==> src/rtl/select_in_dispatch.sv <==
`default_nettype none
// ---------------------------------------------------------------------------
// select_in_dispatch: steers an indexed input stream to one of funnelWidth
// lanes, each with a one-entry holding register.  Rev 1.0
// ---------------------------------------------------------------------------
module select_in_dispatch #(
  parameter int funnelWidth = 4,
  parameter int width       = 32
) (
  input  logic                         CLK,
  input  logic                         nRST,
  input  logic                         in__ENA,
  input  logic [7:0]                   in_rindex,
  input  logic [width-1:0]             in_v,
  output logic                         in__RDY,
  output logic [funnelWidth-1:0]       out__ENA,
  output logic [funnelWidth*width-1:0] out_v,
  input  logic [funnelWidth-1:0]       out__RDY,
  output logic [15:0]                  dropCount,
  output logic                         dropSticky
);

  // Nine bits so that funnelWidth = 256 is representable; all index bits compare.
  localparam logic [8:0] C_LANES = 9'(funnelWidth);

  logic [funnelWidth-1:0]            full_q, full_d;
  logic [funnelWidth-1:0][width-1:0] data_q, data_d;
  logic [15:0]                       drop_count_q, drop_count_d;
  logic                              drop_sticky_q, drop_sticky_d;

  logic                   in_range;
  logic [funnelWidth-1:0] lane_sel;
  logic                   rdy;
  logic                   accept;

  always_comb begin
    in_range = ({1'b0, in_rindex} < C_LANES);
    lane_sel = '0;
    for (int i = 0; i < funnelWidth; i++) begin
      lane_sel[i] = in_range && (in_rindex == 8'(i));
    end

    // A full lane can still take a beat when it drains on the same edge.
    rdy    = !in_range || (|(lane_sel & (~full_q | out__RDY)));
    accept = in__ENA && rdy;

    full_d = (full_q & ~out__RDY) | (accept ? lane_sel : '0);

    data_d = data_q;
    for (int i = 0; i < funnelWidth; i++) begin
      if (accept && lane_sel[i]) begin
        data_d[i] = in_v;
      end
    end

    drop_count_d  = drop_count_q;
    drop_sticky_d = drop_sticky_q;
    if (accept && !in_range) begin
      drop_sticky_d = 1'b1;
      if (drop_count_q != 16'hFFFF) begin
        drop_count_d = drop_count_q + 16'd1;
      end
    end
  end

  always_ff @(posedge CLK or negedge nRST) begin
    if (!nRST) begin
      full_q        <= '0;
      drop_count_q  <= '0;
      drop_sticky_q <= 1'b0;
    end else begin
      full_q        <= full_d;
      drop_count_q  <= drop_count_d;
      drop_sticky_q <= drop_sticky_d;
    end
  end

  // Payload storage carries no reset; validity lives entirely in full_q.
  always_ff @(posedge CLK) begin
    data_q <= data_d;
  end

  assign in__RDY    = rdy;
  assign out__ENA   = full_q;
  assign out_v      = data_q;
  assign dropCount  = drop_count_q;
  assign dropSticky = drop_sticky_q;

endmodule
`default_nettype wire

==> config.mk <==
export PLATFORM = sky130hd
export DESIGN_NAME = select_in_dispatch
export DESIGN_NICKNAME = d
export VERILOG_FILES = /design/src/rtl/select_in_dispatch.sv
export SDC_FILE = /design/constraint.sdc
export NUM_CORES = 1
export LEC_CHECK = 0
export ABC_AREA = 1
export BUFFER_PORTS_ARGS = -buffer_cell sky130_fd_sc_hd__buf_2
export CAP_MARGIN = 15
export CORE_MARGIN = 2
export CORE_UTILIZATION = 40
export CTS_CLUSTER_DIAMETER = 60
export DETAILED_ROUTE_END_ITERATION = 10
export HOLD_SLACK_MARGIN = 0.08
export PLACE_DENSITY_LB_ADDON = 0.3
export SETUP_SLACK_MARGIN = 0.05
export SYNTH_ARGS = -nofsm -noshare
export SYNTH_HDL_FRONTEND = slang
export SYNTH_SLANG_ARGS = --single-unit
export TNS_END_PERCENT = 20
==> constraint.sdc <==
create_clock -name CLK -period 3.4 [get_ports CLK]
set_input_delay 0.68 -clock CLK [delete_from_list [all_inputs] [get_ports CLK]]
set_output_delay 0.68 -clock CLK [all_outputs]
set_load 0.005 [all_outputs]
==> flow_metrics.env <==
export IMPL_syn_to_final_growth_pct=35.0
export IMPL_ys_top_cells_by_area="edfxtp_1, dfrtp_1, nand2_1"
export IMPL_cp_start_kind="input pin"
export IMPL_fp_coreArea_um2=12600
export IMPL_peakVddDrop_mv=0.239
export IMPL_wire_per_inst_um=15.3
export IMPL_layout_drive_gt1_share_pct=42.8
export IMPL_synth_top_area_cell="edfxtp_1"
export IMPL_num_vias=3330
export IMPL_max_slew_margin_pct=34.0
export IMPL_rsz0062_at_grt="no"
export IMPL_portBuffers=196
export IMPL_skew_ps=6.91
export IMPL_cts_root_buf="clkbuf_16"
export IMPL_cts_setup_buffers=0
export IMPL_r2r_start="dropCount[0]"
export IMPL_drt_drc_violations_left=0
export IMPL_place_gp_congestion=0.903
export IMPL_cp_max_fo=5
export IMPL_cts_buffer_depth=2
export IMPL_worstSkewPairLatency_ps=410
export IMPL_grt_pass1_wl_um=17200
export IMPL_ys_seq_area_share_pct=84.3
export IMPL_initial_core_util_pct=41.0
export IMPL_hold_violations=0
export IMPL_die_area_um2=13900
export IMPL_fin_crit_sh_pct=66.1
export IMPL_ctsResizeCount=0
export IMPL_drtAntennaViolNets=0
export IMPL_worstPathArrival_ps=1570
export IMPL_setup_viol=0
export IMPL_synthCells=329
export IMPL_cts_max_level=4
export IMPL_status="finished, final reports clean"
export IMPL_synth_area_per_cell_um2=15.7
export IMPL_first_pass_iters=4
export IMPL_finalCriticalPeriod_ps=2250
export IMPL_ys_warn_count=0
export IMPL_hold_ws_ps=219
export IMPL_cts_sinks=149
export IMPL_ys_types=18
export IMPL_diodes=0
export IMPL_hp_class="input pin to asynchronous set/reset pin"
export IMPL_cts_clk_slew_worst_paths_ps=60
export IMPL_n_fill_cell=1055
export IMPL_powerDensity_nw_per_um2=575
export IMPL_cp_end_kind="output pin"
export IMPL_fp_row_count=41
export IMPL_synth_area_um2=5180
export IMPL_mostFrequentLayoutCells="buf_2, edfxtp_1, nand2_1"
export IMPL_grt_pass1_vias=3278
export IMPL_reg2regPathDepth=8
export IMPL_ys_ff_latch=149
export IMPL_place_hpwl_um=7780
export IMPL_syn_nets=377
export IMPL_routed_wl_um=11200
export IMPL_grt_overflow=0
export IMPL_grt_max_degree=33
export IMPL_drt_iter0_drc=150
export IMPL_cts_buffers=17
export IMPL_ctsHoldBuffers=0
export IMPL_fp_dieH_um=118
export IMPL_die_w_um=118
export IMPL_leakage_nw=2.93
export IMPL_path_class="input pin to output pin"
export IMPL_multi_input_area_um2=732
export IMPL_synth_top_area_share_pct=74.2
export IMPL_tritoncts="done"
export IMPL_required_ps=2720
export IMPL_rrSetupSlack_ps=1320
export IMPL_r2r_end="dropCount[0]"
export IMPL_worst_pin_slew_ps=986
export IMPL_avgViaCountPerCell=4.56
export IMPL_grt_usage_pct=16.4
export IMPL_drv_slew=0
export IMPL_fmax_mhz=445
export IMPL_final_common_cell="buf_2"
export IMPL_final_seq_area_um2=4370
export IMPL_final_nets=594
export IMPL_drv_cap=0
export IMPL_tns_ps=0
export IMPL_grt_antenna_before_repair=0
export IMPL_boundaryPins=197
## power breakdown
part	total [W]	leakage [nW]	switching [W]	internal, W
Combinational	0.000164	1.23	0.0000919	0.0000724
Clock	0.00180	0.275	0.000711	0.00109
Sequential	0.00206	1.43	0.0000417	0.00201
## routing by layer
| layer | vias to the layer above | share of wire, % | track usage (%) |
|---|---|---|---|
| li1 | 1580 | - | - |
| met4 | 0 | 1.9 | 7.53 |
| met1 | 1574 | 40 | 18.8 |
| met3 | 17 | 6.9 | 5.23 |
| met2 | 159 | 51 | 28.0 |
| met5 | - | 0 | 0 |
## layout make-up
class | instances | area share (%)
multi-input combinational | 155 | 10.5
inverter | 23 | 1.23
clock inverter | 13 | 2.13
sequential | 149 | 62.5
tap | 172 | 3.08
clock buffer | 19 | 6.19
timing repair buffer | 200 | 14.5
## per-stage QoR
| stage | std cells | cell area (um2) | util, % | worst slack [ps] | total power, W |
|---|---|---|---|---|---|
| after floorplan | 329 | 5180 | - | 309 | 0.00216 |
| after global placement | 699 | 6410 | 50.8 | 996 | 0.00225 |
| after detailed placement | 699 | 6410 | 50.8 | 883 | 0.00226 |
| after CTS | 731 | 7000 | 55.4 | 1160 | 0.00406 |
| after global routing | 731 | 7000 | 55.4 | 977 | 0.00417 |
| final | 731 | 7000 | 55.4 | 1150 | 0.00402 |
## critical path: stages
cell and delay, ps:
buf_2 110, nor2_1 90, nand3_1 170, nor2_1 160, nand3_1 180, buf_2 190
## registers in the layout (all words and copies together), names as in the netlist
name	flops
out_v	128
dropSticky	1
out__ENA	4
dropCount	16
## cell usage after synthesis (all sizes together)
cell type / instances
dfrtp: 21
or2: 1
nand4: 3
xor2: 4
inv: 23
edfxtp: 128
nand3b: 1
o21ai: 5
xnor2: 4
nand2: 90
nand3: 14
buf: 2
ha: 1
nor3: 4
nor2: 28
## kinds of logic after synthesis
kind of cell	count (synthesis)	share of synthesized area, %
fa+ha+maj	1	0.242
flops	149	84.3
compound gates	5	0.701
xor+xnor	8	1.35
simple gates	141	11.3
buf+inv	25	2.10
## how the worst max path moves through the flow
stage | from | endpoint | cells past startpoint
floorplan | in_rindex[6] | out_v[0] | 7
detailed placement | in_rindex[6] | out_v[93] | 9
global placement | in_rindex[6] | out_v[16] | 9
global route | in_rindex[7] | in__RDY | 6
finish | in_rindex[3] | in__RDY | 6
CTS | in_rindex[5] | in__RDY | 6
Power figures use the tool's default switching activity.
